`config.mk`:
```
export PLATFORM = sky130hd
export DESIGN_NAME = fir_frame_arbiter
export DESIGN_NICKNAME = d
export VERILOG_FILES = /design/src/rtl/fir_pkg.sv /design/src/rtl/rr_arb2.sv /design/src/rtl/fir_frame_arbiter.sv
export SDC_FILE = /design/constraint.sdc
export NUM_CORES = 1
export LEC_CHECK = 0
export CORE_MARGIN = 2
export CORE_UTILIZATION = 43
export CTS_CLUSTER_DIAMETER = 200
export DETAILED_ROUTE_END_ITERATION = 10
export HOLD_SLACK_MARGIN = 0.1
export PLACE_DENSITY = 0.79
export SLEW_MARGIN = 15
export SYNTH_ARGS = -nofsm -noshare
export SYNTH_HDL_FRONTEND = slang
export SYNTH_SLANG_ARGS = --single-unit
```
`constraint.sdc`:
```
create_clock -name clk -period 2.4 [get_ports clk]
set_clock_uncertainty 0.15 [all_clocks]
set_input_delay 0.48 -clock clk [delete_from_list [all_inputs] [get_ports clk]]
set_output_delay 0.48 -clock clk [all_outputs]
set_load 0.05 [all_outputs]
```
`src/rtl/fir_pkg.sv`:
```
// fir_pkg: shared state encoding, default sizes and sample type for the FIR frame arbiter
package fir_pkg;
  localparam int FRAME_LEN_D = 1024;
  localparam int TAPS_D = 32;
  localparam int DW_D = 16;
  localparam int CW_D = 11;
  typedef enum logic [2:0] {IDLE, CLEAR, FEED, FLUSH, DRAIN} state_t;
  typedef logic signed [DW_D-1:0] sample_t;
endpackage

```
`src/rtl/rr_arb2.sv`:
```
// rr_arb2: two-way round-robin picker; on a tie the channel not served last wins
module rr_arb2 (
  input  logic [1:0] req,
  input  logic       last_ch,
  output logic [1:0] gnt
);
  // one-hot pick, favouring the channel opposite last_ch on a tie
  always_comb gnt = (req == 2'b11) ? (last_ch ? 2'b01 : 2'b10) : req;
endmodule

```
`src/rtl/fir_frame_arbiter.sv`:
```
// fir_frame_arbiter: time-shares one streaming FIR between two channels, one flushed frame at a time
module fir_frame_arbiter
  import fir_pkg::*;
#(
  parameter int FRAME_LEN = FRAME_LEN_D,
  parameter int TAPS = TAPS_D,
  parameter int DW = DW_D,
  parameter int CW = CW_D
) (
  input  logic          clk,
  input  logic          rst,
  input  logic [1:0]    req,
  input  logic [DW-1:0] in0_data,
  input  logic          in0_valid,
  output logic          in0_ready,
  input  logic [DW-1:0] in1_data,
  input  logic          in1_valid,
  output logic          in1_ready,
  output logic [1:0]    grant,
  output logic          fir_clear,
  output logic [DW-1:0] fir_din,
  output logic          fir_din_valid,
  input  logic [DW-1:0] fir_res,
  input  logic          fir_res_valid,
  output logic [DW-1:0] out_data,
  output logic          out_valid,
  output logic          out_ch,
  output logic          out_last,
  output logic          busy,
  output logic          err_stray
);
  localparam logic [CW-1:0] TOTAL = CW'(FRAME_LEN + TAPS - 1);
  localparam logic [CW-1:0] LAST_S = CW'(FRAME_LEN - 1);
  state_t state_q, state_d;
  logic [1:0] grant_q, grant_d, arb_gnt;
  logic [CW-1:0] scnt_q, scnt_d, rcnt_q, rcnt_d;
  logic last_ch_q, last_ch_d;
  logic [DW-1:0] out_data_q, out_data_d, in_data;
  logic out_valid_q, out_valid_d, out_ch_q, out_ch_d, out_last_q, out_last_d;
  logic err_stray_q, err_stray_d;
  logic in_valid, accept, res_acc;
  rr_arb2 u_arb (.req(req), .last_ch(last_ch_q), .gnt(arb_gnt));
  // sample path: the granted source passes straight through to the FIR; flush injects zeros
  always_comb begin
    in_valid = grant_q[1] ? in1_valid : in0_valid;
    in_data = grant_q[1] ? in1_data : in0_data;
    accept = (state_q == FEED) && in_valid;
    in0_ready = (state_q == FEED) && grant_q[0];
    in1_ready = (state_q == FEED) && grant_q[1];
    fir_clear = state_q == CLEAR;
    fir_din_valid = accept || (state_q == FLUSH);
    fir_din = accept ? in_data : '0;
    res_acc = fir_res_valid && (state_q != IDLE) && (rcnt_q != TOTAL);
  end
  // frame sequencing, result capture and stray-result detection
  always_comb begin
    state_d = state_q;
    grant_d = grant_q;
    scnt_d = scnt_q;
    rcnt_d = res_acc ? rcnt_q + 1'b1 : rcnt_q;
    last_ch_d = last_ch_q;
    out_valid_d = res_acc;
    out_data_d = res_acc ? fir_res : '0;
    out_ch_d = res_acc && grant_q[1];
    out_last_d = res_acc && (rcnt_q == TOTAL - 1'b1);
    err_stray_d = err_stray_q || (fir_res_valid && state_q == IDLE);
    case (state_q)
      IDLE: begin
        scnt_d = '0;
        rcnt_d = '0;
        grant_d = arb_gnt;
        state_d = (|req) ? CLEAR : IDLE;
      end
      CLEAR: begin
        scnt_d = '0;
        last_ch_d = grant_q[1];
        state_d = FEED;
      end
      FEED: begin
        scnt_d = accept ? scnt_q + 1'b1 : scnt_q;
        state_d = (accept && scnt_q == LAST_S) ? FLUSH : FEED;
      end
      FLUSH: begin
        scnt_d = scnt_q + 1'b1;
        state_d = (scnt_q != TOTAL - 1'b1) ? FLUSH : (rcnt_q == TOTAL) ? IDLE : DRAIN;
        grant_d = (scnt_q == TOTAL - 1'b1 && rcnt_q == TOTAL) ? 2'b00 : grant_q;
      end
      DRAIN: begin
        state_d = (rcnt_q == TOTAL) ? IDLE : DRAIN;
        grant_d = (rcnt_q == TOTAL) ? 2'b00 : grant_q;
      end
      default: state_d = IDLE;
    endcase
  end
  // state and output registers; reset abandons any frame in flight
  always_ff @(posedge clk) begin
    if (rst) begin
      state_q <= IDLE;
      grant_q <= '0;
      scnt_q <= '0;
      rcnt_q <= '0;
      last_ch_q <= 1'b1;
      out_data_q <= '0;
      out_valid_q <= 1'b0;
      out_ch_q <= 1'b0;
      out_last_q <= 1'b0;
      err_stray_q <= 1'b0;
    end else begin
      state_q <= state_d;
      grant_q <= grant_d;
      scnt_q <= scnt_d;
      rcnt_q <= rcnt_d;
      last_ch_q <= last_ch_d;
      out_data_q <= out_data_d;
      out_valid_q <= out_valid_d;
      out_ch_q <= out_ch_d;
      out_last_q <= out_last_d;
      err_stray_q <= err_stray_d;
    end
  end
  assign grant = grant_q;
  assign out_data = out_data_q;
  assign out_valid = out_valid_q;
  assign out_ch = out_ch_q;
  assign out_last = out_last_q;
  assign busy = state_q != IDLE;
  assign err_stray = err_stray_q;
endmodule

```
==> impl_results.md <==
* Crit-path max FO at 3
* Fin area at 0.003830 mm^2
* Peak supply drop at 0.0003174 V
* Critical Path, Cell by Cell: or3b_4 -> or2_4 -> buf_4 -> nor2_2 -> buf_6
* Port Buffers at 97
* Core Util, Final at 74.04%
* DRC at 0
* H-Tree Depth at 2
* Pin count of the biggest net entering global routing at 19
* Worst-path clk slew at 80 ps
* HP Start: err_stray$_SDFF_PP0_
* Die footprint at 0.006063 mm^2
* Setup TNS at -28.53 ps
* Clock latency on the worst-skew pair at 300 ps
* CTS Root Cell: clkbuf_8
* R2R depth at 6
* GR met1 Demand/Resource at 23.02%
* Max Clk Rate at 414.1 MHz
* Worst path depth at 5
* Via count of the first global-routing pass at 2,045
* Worst setup margin at -14.79 ps
* Max_cap viols at 0
* Sequential area share after synthesis at 40.96%
* Number of distinct library cells after synthesis at 46
* Via count at 2,324
* Layout cells sized above 1 at 20.00%
* Wirelength, routed at 6506 um
* Initial DRC Count at 81
* Worst rel slew slack at 43.26%
* Met3 Usage GRT at 4.302%
* Status: complete, but fails checks
* Clock sink count at 48
* Final setup violation count at 4
* Arrival @ worst endpoint at 1780 ps
* Top_reg_cell synth: dfxtp_1
* Crit path buf inv count at 2
* Post-Syn Area at 0.002346 mm^2
* I/O pin cnt at 98
* Initial antenna violation count at 0
* Met2 usage at 34.66%
* Synth warn at 0
* Leak at 1.420 nW
* Final Max Slew Viols at 0
* Area of the multi-input gates at 0.001394 mm^2
* Register area at 967.2 um^2
* Busiest grt layer: met2
* 1st-pass router iterations at 4
* Num CTS Buffers at 5
* Number of diodes at 0
* CP max stage cell: or3b_4
* Yosys reg bits at 48
* Crit Path Class: register to output pin
* CTS tree: built
* Final hold vios at 0
* Placed cells at 439
* Commonest cells after routing, fill and taps aside: clkdlybuf4s50_1, dfxtp_1, nor2_1
* CP Launch Point: state_q[2]$_SDFF_PP0_
* Initial Utilization at 45.36%
* Required @ worst endpoint at 1770 ps
* Hold Path Class: register to register
* Total power at 0.001934 W
* R2R Path Start: rcnt_q[0]$_SDFFE_PP0P_
* First-pass GRT wire length at 9480 um
* Syn_nets at 329
* Chip height at 77.87 um
* Leading cell type in the layout, fill and taps excluded: clkdlybuf4s50_1
* Max incr delay on CP at 410 ps
* Antenna-violating nets left at 0
* Post-synth EDFFs at 0
* Mean Syn Cell Area at 8.689 um^2
* Critical path launch point type: register
* Layout Nets at 438
* # fillers at 363
* Gr usage total at 19.50%
* Chip Width at 77.87 um
* Site Rows at 26
* WL per Instance at 14.46 um
* Deepest clock path buffer count at 2
* P per Cell Area at 505.0 mW/mm^2
* Pin slew with the least headroom to its limit at 849.4 ps
* Core Area at 0.005172 mm^2
* Worst setup EP type: output pin
* Minimum clock period at 2415 ps
* Top Family by Delay on Critical Path: simple AND/OR/NAND/NOR gates
* Via density at 5.164
* Failing checks: setup timing
* P&R area growth vs syn at 63.25%
* Total grt overflow at 0
* HPWL Detailed at 4428 um
* Cell area after placement at 0.003477 mm^2
* Unrepaired setup endpoints after global routing: true
* RePlAce Congestion at 0.8462
* Hold Path Stages at 2
* Synth Instances at 270
* Finished Layout Cells at 450
* Period utilisation layout at 100.6%
* Async set or reset register ratio after synthesis at 0%
## cell usage after synthesis, drive strengths merged (2+ instances only)
master,n,share of area [%]
nor4,3,0.80
nand2b,6,1.6
inv,12,1.9
nand4,5,1.3
o21ai,4,0.85
nor3,7,1.5
a211oi,6,1.9
buf,8,2.3
a21oi,10,2.3
mux2i,17,7.3
xor2,3,1.1
mux2,2,0.96
nand3b,3,0.96
dfxtp,48,41
a31oi,2,0.53
ha,4,2.1
nor4b,2,1.0
nand3,11,2.3
nor3b,4,1.8
clkbuf,3,0.48
and3,7,1.9
and2,18,4.8
nand2,9,1.4
or3b,2,0.85
nor2,49,7.8
a31o,2,0.75
xnor2,6,2.2
and4,5,1.9
## state kept, by name, indices dropped and copies added, names as in the netlist
name / flops
rcnt_q: 11
err_stray: 1
last_ch_q: 1
out_last: 1
state_q: 3
out_valid: 1
out_data: 16
out_ch: 1
grant: 2
scnt_q: 11
## worst paths after layout
path                       endpoint  slack (ps)
min reg2reg    err_stray$_SDFF_PP0_         340
max                      fir_din[0]         -10
max reg2reg  out_data[1]$_SDFF_PP0_         580
min            err_stray$_SDFF_PP0_         340
## worst register-to-register path, delay by kind of cell, from the launching register on
kind | cells | cell delay (ps)
AND/OR/NAND/NOR | 4 | 730
flip-flops | 1 | 390
adder cells (fa/ha/maj) | 1 | 270
buffers and inverters | 1 | 180
## final cells by class
type / count / area share, %
multi-input combinational: 199 / 36.39
timing repair buffer: 113 / 32.08
sequential: 48 / 25.25
tap: 70 / 2.287
clock buffer: 6 / 1.895
inverter: 12 / 1.176
clock inverter: 2 / 0.9147
## cells by family (layout without fill, tap and decap cells)
logic type	after synthesis	after routing	synth area share, %
flops	48	48	40.96
simple gates	136	136	31.63
compound gates	31	31	8.960
xor+xnor	9	9	3.360
fa+ha+maj	4	4	2.133
buf+inv	23	133	4.746
mux	19	19	8.213
## power by group
| part | internal (W) | switching (W) |
|---|---|---|
| logic | 0.000243 | 0.000286 |
| registers | 0.000823 | 0.0000181 |
| clock network | 0.000309 | 0.000255 |
| total | 0.00137 | 0.000560 |
## per-stage QoR
stage / setup WS, ps / hold WS, ps
4_1_cts: 5.658 / 358.1
3_3_place_gp: 16.28 / 331.3
5_1_grt: -73.06 / 392.8
2_1_floorplan: -2.816 / 334.7
6_report: -14.79 / 341.9
3_5_place_dp: -24.13 / 337.2
## what timing repair did
action / CTS / global route
setup buffers: 2 / 0
setup endpoints to repair: 16 / 16
gates resized for setup: 18 / 36
hold buffers: 0 / 0
pin swaps: 1 / 16
cloned: 0 / 1
## layer usage
layer	routed length (um)	vias up
met5	0	-
li1	-	1150
met1	2585	1071
met2	3319	80
met4	258	0
met3	342	23
Power figures use the tool's default switching activity.
==> variant: new RTL, same settings <==
`CW_D`: 11 -> 10.
--- a/src/rtl/fir_pkg.sv
+++ b/src/rtl/fir_pkg.sv
@@ -5,3 +5,3 @@
   localparam int DW_D = 16;
-  localparam int CW_D = 11;
+  localparam int CW_D = 10;
   typedef enum logic [2:0] {IDLE, CLEAR, FEED, FLUSH, DRAIN} state_t;
Check against the original RTL: no difference found for any inputs over 10 cycles, from zero or initial values and one cycle with rst high; that may be too few to reach the edited logic, so the function may still have changed.
==> variant against the unedited design <==
Setup slack improved by 120 ps. Register-to-register slack worse by 380 ps. Routed wire length shrank 2.5%. Largest cell class is now buffers. Sequential cell count fell by 2. Cell area fell by 3.6%. Synthesized cell count shrank 9.3%. Highest routed layer unchanged. Area after synthesis fell by 7.5%. Largest power group unchanged. Total power shrank 2.1%. Non-clock buffer count grew 3. First-iteration DRC count shrank 38%.
==> variant: results (changes against the unedited design) <==
| Metric | Value |
|---|---|
| Largest net degree at the start of global routing | 22 (was 19) |
| DRT Pass-1 Iters | 4 (unchanged) |
| Max reg flops | 16 (unchanged) |
| # diodes | 0 (unchanged) |
| Gpl congestion | 0.815 (was 0.846) |
| Slowest CP cell | or3_4 (was or3b_4) |
| Top cells by count, synth | dfxtp_1 (46), nor2_1 (35), and2_1 (20), mux2i_1 (19), nand2_1 (13) (was nor2_1 (49), dfxtp_1 (48), and2_1 (18), mux2i_1 (17), inv_1 (12)) |
| Slew HR | 63.9% (was 43.3%) |
| Syn avg cell area | 8.86 um2 (was 8.69 um2) |
| Syn Nets | 304 (was 329) |
| Filler Cells Inserted | 345 (was 363) |
| Starting DRC count in detailed routing | 50 (was 81) |
| Antenna violations before repair | 0 (unchanged) |
| Clk Latency, worst-skew pair | 300 ps (about the same) |
| Worst hold path type | reg2reg (unchanged) |
| Worst slack, placed | -167 ps (was -24.1 ps) |
| Async set-reset flop share out of synthesis | 0% (unchanged) |
| Routed WL per cell | 15.0 um (was 14.5 um) |
| CP delay by family, top | simple AND/OR/NAND/NOR gates (unchanged) |
| Yosys warns | 0 (unchanged) |
| Via count | 2181 (was 2324) |
| Int Pwr | 1.34 mW (was 1.37 mW) |
| Static Leak | 1.36 nW (was 1.42 nW) |
| Largest buffer count on any clock path | 2 (unchanged) |
| Status | complete, no violations (was finished with violations) |
| Root buf cell | clkbuf_8 (unchanged) |
| WHS | 330 ps (was 342 ps) |
| Slowest Stage Delay on Critical Path | 410 ps (about the same) |
| # nets final | 415 (was 438) |
| Count of cell types in the netlist | 49 (was 46) |
| First-pass GRT wire length | 9.63 mm (was 9.48 mm) |
| DP Area | 0.00345 mm2 (was 0.00348 mm2) |
| FMAX | 0.435 GHz (was 0.414 GHz) |
| Port bufs | 97 (unchanged) |
| Critical-path maximum fanout | 8 (was 3) |
| Peak VDD IR | 0.000466 V (was 0.000317 V) |
| CTS buffer count | 5 (unchanged) |
| DP HPWL | 4.80 mm (was 4.43 mm) |
| Critical path arrival | 1670 ps (was 1780 ps) |
| R2R setup slack | 200 ps (was 580 ps) |
| H-tree lvl count | 2 (unchanged) |
| Gr usage total | 22.7% (was 19.5%) |
| Post-synthesis sequential area ratio | 42.4% (was 41.0%) |
| Synth Flop Type | dfxtp_1 (unchanged) |
| Vias in the first global route | 2047 (was 2045) |
| Area contributors post-synth | dfxtp_1 (42%), mux2i_1 (8.8%), nor2_1 (6.1%) (was dfxtp_1 (41%), nor2_1 (7.8%), mux2i_1 (7.3%)) |
| Vias per cell | 5.14 (was 5.16) |
| Placed Cells incl. Taps | 412 (was 439) |
| Layout cells sized above 1 | 20.2% (was 20.0%) |
## variant: power by group through the flow
stage               Sequential [mW]  Clock (mW)  Combinational (mW)
floorplan                     0.876           0               0.214
CTS                           0.802       0.579               0.522
global placement              0.818           0               0.484
finish                        0.802       0.568               0.523
global route                  0.806       0.608               0.553
detailed placement            0.820           0               0.489
## variant: area by class of cell
class | count | area [um2] | area share, %
Timing Repair Buffer | 116 | 1280 | 34.7
Multi-Input combinational cell | 181 | 1270 | 34.4
Sequential cell | 46 | 925 | 25.1
Tap cell | 67 | 83.8 | 2.27
Clock buffer | 6 | 72.6 | 1.97
Clock inverter | 2 | 37.5 | 1.02
Inverter | 6 | 22.5 | 0.610
## variant: worst paths after layout
| check | to | from | cells after the start |
|---|---|---|---|
| worst max-delay path | fir_din[14] | grant[1] | 5 |
| worst min-delay path | err_stray | err_stray | 2 |
| worst max register to register | scnt_q[9] | grant[1] | 8 |
| worst min register to register | err_stray | err_stray | 2 |
## variant: timing repair
item / in CTS / in global routing
buffers inserted: 3 / 0
setup endpoints to repair: 17 / 0
resized for setup: 25 / 0
## variant: worst reg2reg max path: stages (launching register included)
cell and delay [ps]:
dfxtp_4 360, mux2i_1 150, buf_4 150, buf_4 120, buf_4 120, buf_4 150
a211o_1 300, or4_1 480, a21oi_1 160
## variant: routing by layer
metal	up-vias	track usage [%]	part of all wire, %
li1	1075	-	-
met1	1003	26.0	39
met2	93	40.4	50
met3	10	6.29	9.3
met4	0	7.54	1.8
met5	-	0	0
## variant: metrics by stage
stage	setup TNS (ps)	util [%]
3_3_place_gp	-1840	72.2
3_5_place_dp	-2100	72.2
6_report	0	77.1
5_1_grt	0	77.1
4_1_cts	0	77.1
2_1_floorplan	-439	-
## variant: logic make-up (layout without fill, tap and decap cells)
family	Yosys count	after routing	share of synthesized area [%]
xor+xnor	9	9	3.63
buf+inv	18	130	3.75
fa+ha+maj	4	4	2.31
flops	46	46	42.4
simple gates	114	114	27.5
mux	19	19	8.76
compound gates	35	35	11.6
